<file path="src/rtl/alu_issue_seq_if.sv">
// Issue/execute/writeback bus between an instruction source and alu_issue_seq.
// Carries the instruction handshake, the alu_32 operand/result path, writeback and debug read.
// master = instruction source and alu_32 side; slave = the sequencer.
interface alu_issue_seq_if #(
  parameter int WIDTH = 32
);
  logic             instr_valid;
  logic             instr_ready;
  logic [31:0]      instr;
  logic [WIDTH-1:0] alu_a;
  logic [WIDTH-1:0] alu_b;
  logic [31:0]      alu_inst;
  logic [WIDTH-1:0] alu_res;
  logic             wb_valid;
  logic [4:0]       wb_rd;
  logic [WIDTH-1:0] wb_data;
  logic             illegal;
  logic [31:0]      instret;
  logic [4:0]       dbg_addr;
  logic [WIDTH-1:0] dbg_data;

  modport master (
    output instr_valid, instr, alu_res, dbg_addr,
    input  instr_ready, alu_a, alu_b, alu_inst, wb_valid, wb_rd, wb_data,
           illegal, instret, dbg_data
  );

  modport slave (
    input  instr_valid, instr, alu_res, dbg_addr,
    output instr_ready, alu_a, alu_b, alu_inst, wb_valid, wb_rd, wb_data,
           illegal, instret, dbg_data
  );
endinterface

</file>
<file path="src/rtl/alu_issue_seq.sv">
// Serial RV32 ALU issue sequencer: regfile read, drive alu_32, capture result, write back.
// Latency: writeback pulse 2+EXEC_CYCLES cycles after acceptance; one instruction per 3+EXEC_CYCLES.
// Backpressure: instr_ready is high only in IDLE; the source holds instr until accepted.
module alu_issue_seq #(
  parameter int WIDTH       = 32,
  parameter int EXEC_CYCLES = 1
) (
  input  logic          clk,
  input  logic          rst,
  alu_issue_seq_if.slave bus
);

  localparam logic [6:0] OP_R = 7'b0110011;
  localparam logic [6:0] OP_I = 7'b0010011;
  localparam int         CW   = (EXEC_CYCLES > 1) ? $clog2(EXEC_CYCLES) : 1;

  typedef enum logic [1:0] {IDLE, DECODE, EXEC, WB} state_t;

  state_t           state;
  logic [31:0]      instr_q;
  logic [CW-1:0]    cnt;
  logic [WIDTH-1:0] regs [32];

  logic             is_r;
  logic [WIDTH-1:0] imm_sext;

  assign is_r     = (instr_q[6:0] == OP_R);
  assign imm_sext = {{(WIDTH-12){instr_q[31]}}, instr_q[31:20]};

  // Debug port reads the regfile directly; x0 is hard-wired to zero.
  assign bus.dbg_data = (bus.dbg_addr == 5'd0) ? '0 : regs[bus.dbg_addr];

  // Sequencer FSM with registered outputs and the register file it owns.
  always_ff @(posedge clk or posedge rst) begin
    if (rst) begin
      state           <= IDLE;
      instr_q         <= '0;
      cnt             <= '0;
      for (int i = 0; i < 32; i++) regs[i] <= '0;
      bus.instr_ready <= 1'b1;
      bus.alu_a       <= '0;
      bus.alu_b       <= '0;
      bus.alu_inst    <= '0;
      bus.wb_valid    <= 1'b0;
      bus.wb_rd       <= '0;
      bus.wb_data     <= '0;
      bus.illegal     <= 1'b0;
      bus.instret     <= '0;
    end else begin
      bus.wb_valid <= 1'b0;
      bus.illegal  <= 1'b0;
      case (state)
        IDLE: begin
          if (bus.instr_valid && bus.instr_ready) begin
            if (bus.instr[6:0] == OP_R || bus.instr[6:0] == OP_I) begin
              instr_q         <= bus.instr;
              bus.instr_ready <= 1'b0;
              state           <= DECODE;
            end else begin
              // Unsupported opcode is dropped; ready stays high.
              bus.illegal <= 1'b1;
            end
          end
        end
        DECODE: begin
          bus.alu_a    <= regs[instr_q[19:15]];
          bus.alu_b    <= is_r ? regs[instr_q[24:20]] : imm_sext;
          bus.alu_inst <= instr_q;
          cnt          <= CW'(EXEC_CYCLES - 1);
          state        <= EXEC;
        end
        EXEC: begin
          if (cnt == '0) begin
            bus.wb_data  <= bus.alu_res;
            bus.wb_rd    <= instr_q[11:7];
            bus.wb_valid <= 1'b1;
            state        <= WB;
          end else begin
            cnt <= cnt - CW'(1);
          end
        end
        WB: begin
          if (bus.wb_rd != 5'd0) regs[bus.wb_rd] <= bus.wb_data;
          bus.instret     <= bus.instret + 32'd1;
          bus.instr_ready <= 1'b1;
          state           <= IDLE;
        end
        default: state <= IDLE;
      endcase
    end
  end

endmodule

</file>
<file path="src/flat_wrapper.sv">
// flat-port wrapper written by rule: the top's interface ports become plain ports
module alu_issue_seq_flat 
#(
  parameter int WIDTH       = 32,
  parameter int EXEC_CYCLES = 1
)
  (clk, rst, bus_instr_valid, bus_instr, bus_alu_res, bus_dbg_addr, bus_instr_ready, bus_alu_a, bus_alu_b, bus_alu_inst, bus_wb_valid, bus_wb_rd, bus_wb_data, bus_illegal, bus_instret, bus_dbg_data);
  alu_issue_seq_if #(.WIDTH(WIDTH)) bus_i ();
  input  logic clk;
  input  logic rst;
  input wire logic [$bits(bus_i.instr_valid)-1:0] bus_instr_valid;
  input wire logic [$bits(bus_i.instr)-1:0] bus_instr;
  input wire logic [$bits(bus_i.alu_res)-1:0] bus_alu_res;
  input wire logic [$bits(bus_i.dbg_addr)-1:0] bus_dbg_addr;
  output wire logic [$bits(bus_i.instr_ready)-1:0] bus_instr_ready;
  output wire logic [$bits(bus_i.alu_a)-1:0] bus_alu_a;
  output wire logic [$bits(bus_i.alu_b)-1:0] bus_alu_b;
  output wire logic [$bits(bus_i.alu_inst)-1:0] bus_alu_inst;
  output wire logic [$bits(bus_i.wb_valid)-1:0] bus_wb_valid;
  output wire logic [$bits(bus_i.wb_rd)-1:0] bus_wb_rd;
  output wire logic [$bits(bus_i.wb_data)-1:0] bus_wb_data;
  output wire logic [$bits(bus_i.illegal)-1:0] bus_illegal;
  output wire logic [$bits(bus_i.instret)-1:0] bus_instret;
  output wire logic [$bits(bus_i.dbg_data)-1:0] bus_dbg_data;
  assign bus_i.instr_valid = bus_instr_valid;
  assign bus_i.instr = bus_instr;
  assign bus_i.alu_res = bus_alu_res;
  assign bus_i.dbg_addr = bus_dbg_addr;
  assign bus_instr_ready = bus_i.instr_ready;
  assign bus_alu_a = bus_i.alu_a;
  assign bus_alu_b = bus_i.alu_b;
  assign bus_alu_inst = bus_i.alu_inst;
  assign bus_wb_valid = bus_i.wb_valid;
  assign bus_wb_rd = bus_i.wb_rd;
  assign bus_wb_data = bus_i.wb_data;
  assign bus_illegal = bus_i.illegal;
  assign bus_instret = bus_i.instret;
  assign bus_dbg_data = bus_i.dbg_data;
  alu_issue_seq #(.WIDTH(WIDTH), .EXEC_CYCLES(EXEC_CYCLES)) u_core (.clk(clk), .rst(rst), .bus(bus_i));
endmodule
</file>
<file path="config.mk">
export PLATFORM = sky130hd
export DESIGN_NAME = alu_issue_seq_flat
export DESIGN_NICKNAME = d
export VERILOG_FILES = /design/src/rtl/alu_issue_seq_if.sv /design/src/rtl/alu_issue_seq.sv /design/src/flat_wrapper.sv
export SDC_FILE = /design/constraint.sdc
export NUM_CORES = 2
export LEC_CHECK = 0
export CELL_PAD_IN_SITES_DETAIL_PLACEMENT = 1
export CELL_PAD_IN_SITES_GLOBAL_PLACEMENT = 2
export CORE_ASPECT_RATIO = 1.1
export CORE_UTILIZATION = 40
export DETAILED_ROUTE_END_ITERATION = 12
export PLACE_DENSITY = 0.71
export SLEW_MARGIN = 20
export SYNTH_ARGS = -nofsm -noshare
export SYNTH_HDL_FRONTEND = slang
export SYNTH_SLANG_ARGS = --single-unit
</file>
<file path="constraint.sdc">
create_clock -name clk -period 44.3 [get_ports clk]
set_input_delay 4.43 -clock clk [delete_from_list [all_inputs] [get_ports clk]]
set_output_delay 4.43 -clock clk [all_outputs]
set_load 0.03 [all_outputs]
</file>
==> out/metrics.cfg <==
[status]
status=complete, no violations

[synthesis]
synth_cell_type_count=61
ys_seq_area_share_pct=44.0
avgSynthCellArea_sq_um=15.3
ys.warnings.count=0
synth_cells=4556
synthFlopType=dfrtp_1
synth_edf_count=0
syn-num-nets=4634
synth_area_sq_um=69800
synthArstFlopShare_pct=100
ys_ff_latch=1226

[clocking]
post_cts_buffers=0
cts_made_buffers=144
clkTransAtPathRegs_ns=0.05
htreeDepth=4
ctsHoldBuffers=0
clockBufferDepth=3
cts.sinks=1226
clockRootBuffer=clkbuf_16
clk_latency_ns=0.79
cts_tree=built
cts-resized-gates=0

[finish]
layout-drive-gt1-share_pct=51.1
nets=4649
area.sequential_sq_um=30700
fill_cells=16622
area_growth_pct=13.6
post-route-util_pct=45.8
final_area_sq_um=79300
multiInputGateArea_sq_um=37100
final_cells=6959

[sta]
hold_ws_ns=0.425
post-route-period-util_pct=30.1
period_minus_slack_ns=13.33
slew_headroom_pct=20.4
setup_tns_ns=0
slew_violations=0
worstMarginPinSlew_ns=1.19
rsz0062_at_grt=no
hold_violations=0
max_freq_mhz=75.0
final-setup-viol-count=0
finClkSkew_ns=0.0195
postLayoutSetupSlackWorst_ns=30.97

[worst_setup_path]
critPathKind=in2out
arrival_ns=8.90
cp_data_required_time_ns=39.87
cp_max_fo=51
endpoint_kind=primary output
critPathLaunchType=input port
crit_chain=buf_8 -> buf_4 -> buf_4 -> mux4_2 -> mux4_2 -> inv_1 -> a221oi_1 -> clkdlybuf4s50_1
critical_path.max_stage_delay_ns=0.90
cp_slowest_cell=buf_4
startpoint=bus_dbg_addr[0]
cp_top_family=buffers and inverters
crit_buf_inv=5
rr_startpoint=u_core.instr_q[17]

[placed_design]
dp_slack_ns=30.91
place_inst=6693
gp_congestion=0.808
hpwl_um=143000
port_buffers=271
placedInstanceArea_sq_um=74400

[power_and_ir_drop]
total_power_mw=3.88
cellPowerDensity_nw_per_um2=48.9
ir_drop_v=0.0000500
cellLeakagePower_nw=34.0

[die]
core_area_sq_um=173000
rows=160
ioPinCount=272
die_area_sq_um=176000
die_height_um=440
die_w_um=400
start_util_pct=40.4

[global_route]
grt_pass1_wl_um=370000
grt-ovfl-total=0
grt_max_degree=158
antenna_found_initial=4
grt_use_total_pct=29.1
grt_pass1_vias=48463

[routing]
wl_um=254000
dr.pass1.iters=5
drtIter0Drc=4035
vias_per_cell=6.63
num_vias=46148
final_antenna_net_count=0
wl_per_cell_um=36.6
drc=0

[hold_path]
worstHoldStart=u_core.regs[999]
hp-class=reg2reg

[run]
drv_cap=0

==> layout make-up <==
| class | instances | area share (%) |
|---|---|---|
| diodes | 4 | 0.0126 |
| clock buffers | 212 | 5.52 |
| clock inverters | 50 | 0.663 |
| inverters | 23 | 0.120 |
| multi-input cells | 2795 | 46.8 |
| flip-flops and latches | 1226 | 38.7 |
| well taps | 2268 | 3.58 |
| repair buffers | 381 | 4.61 |
==> report_power, final <==
group / switching (mW) / total (mW) / internal [mW]
Clock: 0.504 / 1.24 / 0.737
Sequential: 0.308 / 1.58 / 1.28
Combinational: 0.529 / 1.05 / 0.522
==> cells in the final DEF, fill, tap and decap left out, types with 36 or more instances in the layout <==
cell / synthesis / layout
a21oi_1: 42 / 42
a221oi_1: 36 / 36
buf_4: 24 / 102
clkbuf_16: 0 / 152
clkdlybuf4s50_1: 0 / 266
dfrtp_1: 1225 / 1209
mux2_2: 1207 / 1207
mux2i_1: 184 / 184
mux4_2: 760 / 760
nand2_1: 61 / 46
nor2_1: 86 / 68
o22ai_1: 64 / 64
==> metal layers <==
metal,track usage [%],vias up,share of wire (%)
met2,47.9,1819,49
met5,0,-,0
met3,4.26,482,5.8
li1,-,18121,-
met1,39.0,25726,41
met4,11.5,0,4.1
==> final timing paths <==
kind	slack, ns	cells past startpoint	endpoint
worst max-delay path	30.97	8	bus_dbg_data[30]
worst min register to register	0.43	0	u_core.regs[999]
min in group asynchronous	4.21	2	u_core.bus.wb_data[24]
worst min-delay path	0.43	0	u_core.regs[999]
worst max register to register	40.00	5	u_core.bus.alu_a[14]
max in group asynchronous	36.16	6	u_core.regs[66]
==> synthesized netlist by cell type (26+ instances only) <==
library cell	count	share of area, %
a21oi_1	42	0.30
a221o_1	32	0.46
a221oi_1	36	0.45
buf_1	84	0.45
buf_2	130	0.93
clkbuf_1	262	1.4
dfrtp_1	1225	44
mux2_2	1207	19
mux2i_1	184	2.6
mux4_2	760	25
nand2_1	61	0.33
nor2_1	86	0.46
nor3_1	36	0.26
o221ai_1	26	0.33
o22ai_1	64	0.57
==> cell families (layout without fill, tap and decap cells) <==
| group | after synthesis | in the layout | share of synthesized area [%] |
|---|---|---|---|
| buf+inv | 535 | 666 | 3.37 |
| xor+xnor | 31 | 31 | 0.389 |
| simple gates | 286 | 286 | 2.04 |
| compound gates | 321 | 321 | 3.49 |
| other cells | 0 | 4 | 0 |
| mux | 2151 | 2151 | 46.6 |
| flops | 1226 | 1226 | 44.0 |
| fa+ha+maj | 6 | 6 | 0.108 |
==> sequential cells by signal, indices dropped and copies added, names as in the netlist <==
register / count
u_core.bus.alu_a: 32
u_core.bus.alu_b: 32
u_core.bus.alu_inst: 32
u_core.bus.illegal: 1
u_core.bus.instr_ready: 1
u_core.bus.instret: 32
u_core.bus.wb_data: 32
u_core.bus.wb_rd: 5
u_core.bus.wb_valid: 1
u_core.instr_q: 32
u_core.regs: 1024
u_core.state: 2
Note: power is estimated with default switching activity, not from simulation.
